==> config.mk <==
export PLATFORM = sky130hd
export DESIGN_NAME = nx_stream_arbiter_rr_flat
export DESIGN_NICKNAME = d
export VERILOG_FILES = /design/src/rtl/nx_stream_arbiter_rr_if.sv /design/src/rtl/nx_stream_arbiter_rr.sv /design/src/flat_wrapper.sv
export SDC_FILE = /design/constraint.sdc
export NUM_CORES = 1
export LEC_CHECK = 0
export BUFFER_PORTS_ARGS = -buffer_cell sky130_fd_sc_hd__buf_4
export CAP_MARGIN = 25
export CORE_ASPECT_RATIO = 1.2
export CORE_MARGIN = 2
export CORE_UTILIZATION = 53
export DETAILED_ROUTE_END_ITERATION = 10
export PLACE_DENSITY = 0.95
export SYNTH_ARGS = -nofsm -noshare
export SYNTH_HDL_FRONTEND = slang
export SYNTH_SLANG_ARGS = --single-unit
==> constraint.sdc <==
create_clock -name clk_i -period 4.9 [get_ports clk_i]
set_input_delay 0 -clock clk_i [delete_from_list [all_inputs] [get_ports clk_i]]
set_output_delay 0 -clock clk_i [all_outputs]
set_load 0.01 [all_outputs]
==> src/rtl/nx_stream_arbiter_rr_if.sv <==
// Stream bundle for nx_stream_arbiter_rr: CHANNELS inbound valid/ready lanes
// plus one outbound lane tagged with its source channel.
interface nx_stream_arbiter_rr_if #(
  parameter int STREAM_WIDTH = 32,
  parameter int CHANNELS     = 4
);
  localparam int DIR_W = $clog2(CHANNELS);

  logic [CHANNELS*STREAM_WIDTH-1:0] in_data_i;
  logic [CHANNELS-1:0]              in_last_i;
  logic [CHANNELS-1:0]              in_valid_i;
  logic [CHANNELS-1:0]              in_ready_o;
  logic [CHANNELS-1:0]              enable_i;
  logic [STREAM_WIDTH-1:0]          arb_data_o;
  logic [DIR_W-1:0]                 arb_dir_o;
  logic                             arb_last_o;
  logic                             arb_valid_o;
  logic                             arb_ready_i;

  modport slave (
    input  in_data_i, in_last_i, in_valid_i, enable_i, arb_ready_i,
    output in_ready_o, arb_data_o, arb_dir_o, arb_last_o, arb_valid_o
  );

  modport master (
    output in_data_i, in_last_i, in_valid_i, enable_i, arb_ready_i,
    input  in_ready_o, arb_data_o, arb_dir_o, arb_last_o, arb_valid_o
  );
endinterface

==> src/rtl/nx_stream_arbiter_rr.sv <==
// Round-robin N:1 stream arbiter that holds its grant for a whole packet and
// feeds a 2-entry output buffer, so in_ready_o never sees arb_ready_i.
module nx_stream_arbiter_rr #(
  parameter int STREAM_WIDTH = 32,
  parameter int CHANNELS     = 4
) (
  input logic                   clk_i,
  input logic                   rst_i,
  nx_stream_arbiter_rr_if.slave bus
);
  localparam int DIR_W = $clog2(CHANNELS);

  typedef logic [DIR_W-1:0] dir_t;

  typedef struct packed {
    logic [STREAM_WIDTH-1:0] data;
    dir_t                    dir;
    logic                    last;
  } beat_t;

  dir_t       r_rr_ptr;
  dir_t       r_lock_ch;
  logic       r_locked;
  beat_t      r_fifo [2];
  logic       r_wr_ptr;
  logic       r_rd_ptr;
  logic [1:0] r_count;

  logic  w_found;
  dir_t  w_grant;
  dir_t  w_cand;
  logic  w_full;
  logic  w_push;
  logic  w_pop;
  beat_t w_beat;

  // Wraps at CHANNELS rather than 2^DIR_W so unused indices are never searched.
  function automatic dir_t wrap_add(input dir_t base, input int step);
    int sum;
    sum = int'(base) + step;
    if (sum >= CHANNELS) sum = sum - CHANNELS;
    return dir_t'(sum);
  endfunction

  always_comb begin
    // NOTE: every output of this block gets a default first, so no path can infer a latch.
    w_found = 1'b0;
    w_grant = '0;
    w_cand  = '0;
    if (r_locked) begin
      w_found = bus.in_valid_i[r_lock_ch];
      w_grant = r_lock_ch;
    end else begin
      for (int k = 1; k <= CHANNELS; k++) begin
        w_cand = wrap_add(r_rr_ptr, k);
        if (!w_found && bus.in_valid_i[w_cand] && bus.enable_i[w_cand]) begin
          w_found = 1'b1;
          w_grant = w_cand;
        end
      end
    end
  end

  assign w_full = (r_count == 2'd2);
  assign w_push = w_found && !w_full && !rst_i;
  assign w_pop  = (r_count != 2'd0) && bus.arb_ready_i;

  always_comb begin
    bus.in_ready_o = '0;
    if (w_push) bus.in_ready_o[w_grant] = 1'b1;
  end

  always_comb begin
    w_beat.data = bus.in_data_i[int'(w_grant)*STREAM_WIDTH +: STREAM_WIDTH];
    w_beat.dir  = w_grant;
    w_beat.last = bus.in_last_i[w_grant];
  end

  always_ff @(posedge clk_i or posedge rst_i) begin
    if (rst_i) begin
      r_rr_ptr  <= dir_t'(CHANNELS - 1);
      r_locked  <= 1'b0;
      r_lock_ch <= '0;
      r_wr_ptr  <= 1'b0;
      r_rd_ptr  <= 1'b0;
      r_count   <= 2'd0;
      // NOTE: the buffer storage is reset because its head drives arb_data_o directly and must read zero out of reset.
      r_fifo[0] <= '0;
      r_fifo[1] <= '0;
    end else begin
      // NOTE: non-blocking assignments so each register takes pre-edge values regardless of statement order.
      if (w_push) begin
        r_fifo[r_wr_ptr] <= w_beat;
        r_wr_ptr         <= ~r_wr_ptr;
        if (w_beat.last) begin
          r_locked <= 1'b0;
          r_rr_ptr <= w_grant;
        end else begin
          r_locked  <= 1'b1;
          r_lock_ch <= w_grant;
        end
      end
      if (w_pop) r_rd_ptr <= ~r_rd_ptr;
      if (w_push && !w_pop)      r_count <= r_count + 2'd1;
      else if (!w_push && w_pop) r_count <= r_count - 2'd1;
    end
  end

  assign bus.arb_valid_o = (r_count != 2'd0);
  assign bus.arb_data_o  = r_fifo[r_rd_ptr].data;
  assign bus.arb_dir_o   = r_fifo[r_rd_ptr].dir;
  assign bus.arb_last_o  = r_fifo[r_rd_ptr].last;

endmodule

==> src/flat_wrapper.sv <==
// flat-port wrapper written by rule: the top's interface ports become plain ports
module nx_stream_arbiter_rr_flat 
#(
  parameter int STREAM_WIDTH = 32,
  parameter int CHANNELS     = 4
)
  (clk_i, rst_i, bus_in_data_i, bus_in_last_i, bus_in_valid_i, bus_enable_i, bus_arb_ready_i, bus_in_ready_o, bus_arb_data_o, bus_arb_dir_o, bus_arb_last_o, bus_arb_valid_o);
  nx_stream_arbiter_rr_if #(.STREAM_WIDTH(STREAM_WIDTH), .CHANNELS(CHANNELS)) bus_i ();
  input logic clk_i;
  input logic rst_i;
  input wire logic [$bits(bus_i.in_data_i)-1:0] bus_in_data_i;
  input wire logic [$bits(bus_i.in_last_i)-1:0] bus_in_last_i;
  input wire logic [$bits(bus_i.in_valid_i)-1:0] bus_in_valid_i;
  input wire logic [$bits(bus_i.enable_i)-1:0] bus_enable_i;
  input wire logic [$bits(bus_i.arb_ready_i)-1:0] bus_arb_ready_i;
  output wire logic [$bits(bus_i.in_ready_o)-1:0] bus_in_ready_o;
  output wire logic [$bits(bus_i.arb_data_o)-1:0] bus_arb_data_o;
  output wire logic [$bits(bus_i.arb_dir_o)-1:0] bus_arb_dir_o;
  output wire logic [$bits(bus_i.arb_last_o)-1:0] bus_arb_last_o;
  output wire logic [$bits(bus_i.arb_valid_o)-1:0] bus_arb_valid_o;
  assign bus_i.in_data_i = bus_in_data_i;
  assign bus_i.in_last_i = bus_in_last_i;
  assign bus_i.in_valid_i = bus_in_valid_i;
  assign bus_i.enable_i = bus_enable_i;
  assign bus_i.arb_ready_i = bus_arb_ready_i;
  assign bus_in_ready_o = bus_i.in_ready_o;
  assign bus_arb_data_o = bus_i.arb_data_o;
  assign bus_arb_dir_o = bus_i.arb_dir_o;
  assign bus_arb_last_o = bus_i.arb_last_o;
  assign bus_arb_valid_o = bus_i.arb_valid_o;
  nx_stream_arbiter_rr #(.STREAM_WIDTH(STREAM_WIDTH), .CHANNELS(CHANNELS)) u_core (.clk_i(clk_i), .rst_i(rst_i), .bus(bus_i));
endmodule
==> qor.yml, run 1 <==
min_path_type: "in2reg"
fillers: 577
min_path_cells: 4
clock_latency_ns: 0.34
slew_headroom_pct: 31.1
use_met3_pct: 5.54
dieArea_um2: 9540
crit_path_top_delay_cell: "dfstp_2"
syn_to_final_growth_pct: 35.8
dr.pass1.iters: 4
fin_area_um2: 6310
synth_edf_count: 0
nNetsFinal: 647
finalSetupTns_ns: 0
clock_sinks: 79
worstSetupStartpointType: "flop"
synth_area_per_cell_um2: 14.1
antenna_left: 0
cap_violations: 0
worst_pin_slew_ns: 1.03
clk_pin_slew_ns: 0.07
syn_area_um2: 4650
antenna_found_initial: 0
max_freq_mhz: 280
critical_path_class: "reg2reg"
crit_chain: "a21oi_1, mux2i_1, o22ai_2, a221o_2, nand2_2, buf_4, mux4_2, mux2_2"
fp.dieW_um: 89.5
yosysSeqAreaShare_pct: 42.6
wirelength_mm: 12.8
min-delay-start: "bus_in_last_i[2]"
cts_root_buf: "clkbuf_8"
final.min_clock_period_ns: 3.57
worst-path-buf-inv: 1
final_layout_size_suffix_gt1_share_pct: 69.4
dp_hpwl_mm: 9.19
h-tree-depth: 3
cellPowerDensity_nw_per_um2: 696
grt_max_degree: 60
finalNonFillerCells: 624
grt_pass1_wl_mm: 19.3
finalPower_mw: 4.40
hold_viol: 0
cts_tree: "built"
setup_ws_ns: 1.33
start_util_pct: 54.3
final_cell_mix: "buf_4 (185), mux2_2 (107), dfrtp_1 (76), mux4_2 (33), nand2_1 (11)"
drt-initial-drc-count: 173
synth_warnings: 0
power_leakage_nw: 2.79
crit_family: "multiplexers"
post_drt_wl_per_cell_um: 20.5
reg2reg_depth: 8
fin_util_pct: 73.7
io_buffers: 182
met1_usage_pct: 29.9
synth_fp_nets: 474
globalplace.congestion: 0.902
crit_required_ns: 5.11
final_common_cell: "buf_4"
synth_ff_type: "dfrtp_1"
end_kind: "flop"
routed_via_density: 5.81
grt.busiest_layer: "met2"
setup_viol: 0
cts_made_buffers: 9
dp_worst_setup_slack_ns: 1.33
path_max_fanout: 28
yosys.cell_types.count: 46
post_cts_buffers: 0
drv_slew: 0
grt_pass1_vias: 4041
grt.met2_usage_pct: 49.3
hold_ws_ns: 0.0559
grt_setup_unrepaired: "false"
die_h_um: 107
synth_cells: 330
async_flop_share_pct: 100
clock_path_buffers: 2
grt_usage_pct: 26.8
vias: 3627
fin_crit_sh_pct: 72.9
dp_cells: 606
cpPeakStageDelay_ns: 0.72
irDropWorstVdd_mv: 0.724
multi_input_comb_area_um2: 2500
seq_area_um2: 1980
antenna_cells: 0
dpl_cell_area_um2: 6030
overflow: 0
arrival_ns: 3.79
ys_seq_elements: 79
core_area_um2: 8560
outcome: "finished clean"
row_count: 37
r2r_slack_ns: 1.33
final.setup_skew_ns: 0.0127
r2r-start: "u_core.r_rr_ptr[0]$_DFFE_PP1P_"
min_to: "u_core.r_lock_ch[0]$_DFFE_PP0P_"
drc_errors: 0
pin_count: 183
r2r-end: "u_core.r_fifo[64]$_DFFE_PP0P_"
## worst register-to-register path, cell delays in order, from the launching register on
cell	delay [ns]
dfstp_2	0.72
a21oi_1	0.11
mux2i_1	0.19
o22ai_2	0.08
a221o_2	0.42
nand2_2	0.70
buf_4	0.40
mux4_2	0.56
mux2_2	0.28
## synthesized netlist by cell type (2+ instances only)
| library cell | instances | share of area [%] |
|---|---|---|
| buf_1 | 3 | 0.24 |
| nor2_1 | 4 | 0.32 |
| mux4_2 | 33 | 16 |
| buf_2 | 10 | 1.1 |
| nand2_2 | 2 | 0.27 |
| nor2b_1 | 3 | 0.40 |
| and2_1 | 5 | 0.67 |
| a221o_1 | 2 | 0.43 |
| xnor2_1 | 3 | 0.57 |
| a21oi_1 | 6 | 0.65 |
| clkbuf_1 | 8 | 0.65 |
| nand2_1 | 11 | 0.89 |
| o21ai_0 | 2 | 0.22 |
| o311ai_0 | 2 | 0.38 |
| mux2i_1 | 2 | 0.43 |
| buf_12 | 2 | 0.86 |
| buf_6 | 3 | 0.73 |
| o2bb2ai_1 | 4 | 0.75 |
| xor2_1 | 2 | 0.38 |
| dfrtp_1 | 77 | 41 |
| nor3_1 | 2 | 0.22 |
| o211ai_1 | 2 | 0.32 |
| dfstp_2 | 2 | 1.1 |
| a21boi_0 | 3 | 0.48 |
| a31oi_1 | 2 | 0.27 |
| o21a_1 | 2 | 0.32 |
| inv_1 | 5 | 0.40 |
| and3_1 | 4 | 0.54 |
| mux2_2 | 107 | 26 |
## what timing repair did
item                      4_1_cts  5_1_grt
hold endpoints to repair       21        0
gates resized for setup         0        0
hold buffers                    2        0
## area by class of cell
class | count | share of cell area [%]
Multi-Input combinational cell | 220 | 39.5
Sequential cell | 79 | 31.4
Timing Repair Buffer | 188 | 22.7
Tap cell | 117 | 2.32
Clock buffer | 10 | 2.02
Clock inverter | 5 | 1.68
Inverter | 5 | 0.317
## worst max path at each step
stage | startpoint | end | slack, ns | cells past startpoint
2_1_floorplan | rst_i | u_core.r_fifo[44]$_DFFE_PP0P_ | 1.36 | 7
3_3_place_gp | u_core.r_rr_ptr[0]$_DFFE_PP1P_ | u_core.r_fifo[30]$_DFFE_PP0P_ | 1.43 | 7
3_5_place_dp | u_core.r_rr_ptr[0]$_DFFE_PP1P_ | u_core.r_fifo[33]$_DFFE_PP0P_ | 1.33 | 8
4_1_cts | u_core.r_rr_ptr[0]$_DFFE_PP1P_ | u_core.r_fifo[33]$_DFFE_PP0P_ | 1.31 | 8
5_1_grt | u_core.r_rr_ptr[0]$_DFFE_PP1P_ | u_core.r_fifo[64]$_DFFE_PP0P_ | 1.14 | 8
6_report | u_core.r_rr_ptr[0]$_DFFE_PP1P_ | u_core.r_fifo[64]$_DFFE_PP0P_ | 1.33 | 8
## sequential cells by signal (all words and copies together) (netlist names)
register          count
u_core.r_count        2
u_core.r_wr_ptr       1
u_core.r_rr_ptr       2
u_core.r_rd_ptr       1
u_core.r_fifo        70
u_core.r_locked       1
u_core.r_lock_ch      2
## kinds of logic (layout without fill, tap and decap cells)
kind of cell,count (synthesis),in the layout,share of synthesized area (%)
xor gates and xnor gates,5,5,0.942
and+or+nand+nor,36,36,3.95
buffers and inverters,31,208,3.95
AOI/OAI and AO/OA,36,36,6.00
DFF,79,79,42.6
muxes,142,142,42.3
adders and majority gates,1,1,0.269
## metal layers
metal  vias up  routed length (um)
li1       1605                   -
met1      1839                4600
met2       152                7070
met3        31                 733
met4         0                 391
met5         -                   0
## power breakdown
group	switching, mW	internal (mW)
clock	0.231	0.338
combinational	1.07	1.48
sequential	0.274	1.00
total	1.58	2.82
Power figures use the tool's default switching activity.
==> run 2: changes to the inputs <==
- CORE_UTILIZATION: 53 -> 45
- PLACE_DENSITY: 0.95 -> 0.87
- clock period: 4.9 -> 3 ns (I/O delays scaled with it)
==> qor.yml, run 2 (same netlist as run 1, synthesis figures left out) <==
arrival_ns: 3.07
cellPowerDensity_nw_per_um2: 1140
crit_required_ns: 3.22
dp_cells: 622
final_cell_mix: "buf_4 (190), mux2_2 (107), dfrtp_1 (76), mux4_2 (33), nand2_1 (11)"
io_buffers: 182
cpPeakStageDelay_ns: 0.71
outcome: "finished clean"
post_drt_wl_per_cell_um: 18.2
cts_root_buf: "clkbuf_16"
crit_family: "compound AO/OA/AOI/OAI gates"
drv_slew: 0
cap_violations: 0
final_common_cell: "buf_4"
grt_setup_unrepaired: "false"
nNetsFinal: 654
grt_pass1_vias: 3925
die_h_um: 115
crit_path_top_delay_cell: "dfstp_2"
hold_ws_ns: 0.0500
drc_errors: 0
dr.pass1.iters: 4
antenna_found_initial: 0
routed_via_density: 5.53
max_freq_mhz: 350
fin_crit_sh_pct: 95.1
antenna_cells: 0
power_leakage_nw: 2.86
crit_chain: "nor2b_1, a221o_1, a2111o_1, and2_2, buf_4, mux4_2, mux2_2"
clock_path_buffers: 2
clock_latency_ns: 0.33
wl_met3_um: 693
min_path_type: "in2reg"
regMostFlops: "u_core.r_fifo"
setup_viol: 0
overflow: 0
end_kind: "flop"
pin_count: 183
grt_max_degree: 80
worst-path-buf-inv: 1
h-tree-depth: 3
drt-initial-drc-count: 106
clk_pin_slew_ns: 0.06
fillers: 763
start_util_pct: 46.2
worst_pin_slew_ns: 0.908
wirelength_mm: 11.7
irDropWorstVdd_mv: 0.688
finalSetupTns_ns: 0
finalNonFillerCells: 641
largest_register_ffs: 70
syn_to_final_growth_pct: 39.3
vias: 3547
top_layer_used: "met4"
critical_path_class: "reg2reg"
grt_usage_pct: 21.2
cts_resized: 0
final.setup_skew_ns: 0.00813
clock_sinks: 79
fp.dieW_um: 96.8
cts_made_buffers: 9
globalplace.congestion: 0.878
slew_headroom_pct: 39.4
path_max_fanout: 19
hold_viol: 0
grt_pass1_wl_mm: 18.8
core_area_um2: 10100
met1_length_mm: 4.54
final.min_clock_period_ns: 2.85
final_layout_size_suffix_gt1_share_pct: 70.1
cts_tree: "built"
antenna_left: 0
dp_hpwl_mm: 8.62
row_count: 40
dieArea_um2: 11200
wl_met2_mm: 6.27
worstSetupStartpointType: "flop"
run 2: cell types whose count changed in the layout (fill, tap and decap cells not counted), sizes merged:
cell and change:
bufinv -2, buf +7, clkinvlp +3, clkbuf -1
inv +1
run 2: area by class of cell:
| type | count | area [um2] | share of cell area [%] |
|---|---|---|---|
| Multi-Input combinational cell | 220 | 2500 | 38.6 |
| Clock inverter | 7 | 78.8 | 1.22 |
| Tap cell | 126 | 158 | 2.43 |
| Clock buffer | 9 | 225 | 3.48 |
| Sequential cell | 79 | 1980 | 30.6 |
| Inverter | 5 | 22.5 | 0.348 |
| Timing Repair Buffer | 195 | 1510 | 23.4 |
run 2: routing by layer:
metal  track usage, %  vias up
met4             8.54        0
met2             39.3      112
met5                0        -
li1                 -     1623
met1             23.5     1796
met3             5.11       16
run 2: repair_timing:
item | 4_1_cts | 5_1_grt
hold buffers | 1 | 1
hold endpoints to repair | 1 | 11
buffers inserted | 0 | 0
run 2: worst register-to-register path, cell delays in order (launching register included):
cell,delay [ns]
dfstp_2,0.71
nor2b_1,0.09
a221o_1,0.30
a2111o_1,0.42
and2_2,0.31
buf_4,0.28
mux4_2,0.34
mux2_2,0.29
run 2: path summary, 6_finish.rpt:
kind / start / slack, ns / endpoint / cells after the start
min reg2reg: u_core.r_fifo[18]$_DFFE_PP0P_ / 0.50 / u_core.r_fifo[18]$_DFFE_PP0P_ / 1
min in group asynchronous: rst_i / 0.33 / u_core.r_fifo[32]$_DFFE_PP0P_ / 4
max reg2reg: u_core.r_rr_ptr[0]$_DFFE_PP1P_ / 0.15 / u_core.r_fifo[42]$_DFFE_PP0P_ / 7
min: bus_in_last_i[2] / 0.05 / u_core.r_lock_ch[0]$_DFFE_PP0P_ / 4
max: u_core.r_rr_ptr[0]$_DFFE_PP1P_ / 0.15 / u_core.r_fifo[42]$_DFFE_PP0P_ / 7
max in group asynchronous: rst_i / 2.09 / u_core.r_rr_ptr[1]$_DFFE_PP1P_ / 5
run 2: power breakdown:
group / leakage, nW / internal, mW / total [mW] / switching (mW)
clock network: 0.139 / 0.651 / 1.09 / 0.442
registers: 0.925 / 1.64 / 2.07 / 0.431
logic: 1.79 / 2.50 / 4.22 / 1.72
run 2: per-stage QoR:
step / instance area, um2 / total power [mW] / util [%] / worst slack [ns]
2_1_floorplan: 4650 / 5.01 / - / 0.385
3_3_place_gp: 6120 / 6.15 / 60.9 / 0.257
3_5_place_dp: 6120 / 6.33 / 60.9 / 0.182
4_1_cts: 6440 / 7.44 / 64.0 / 0.171
5_1_grt: 6480 / 7.85 / 64.4 / 0.0647
6_report: 6480 / 7.38 / 64.4 / 0.146
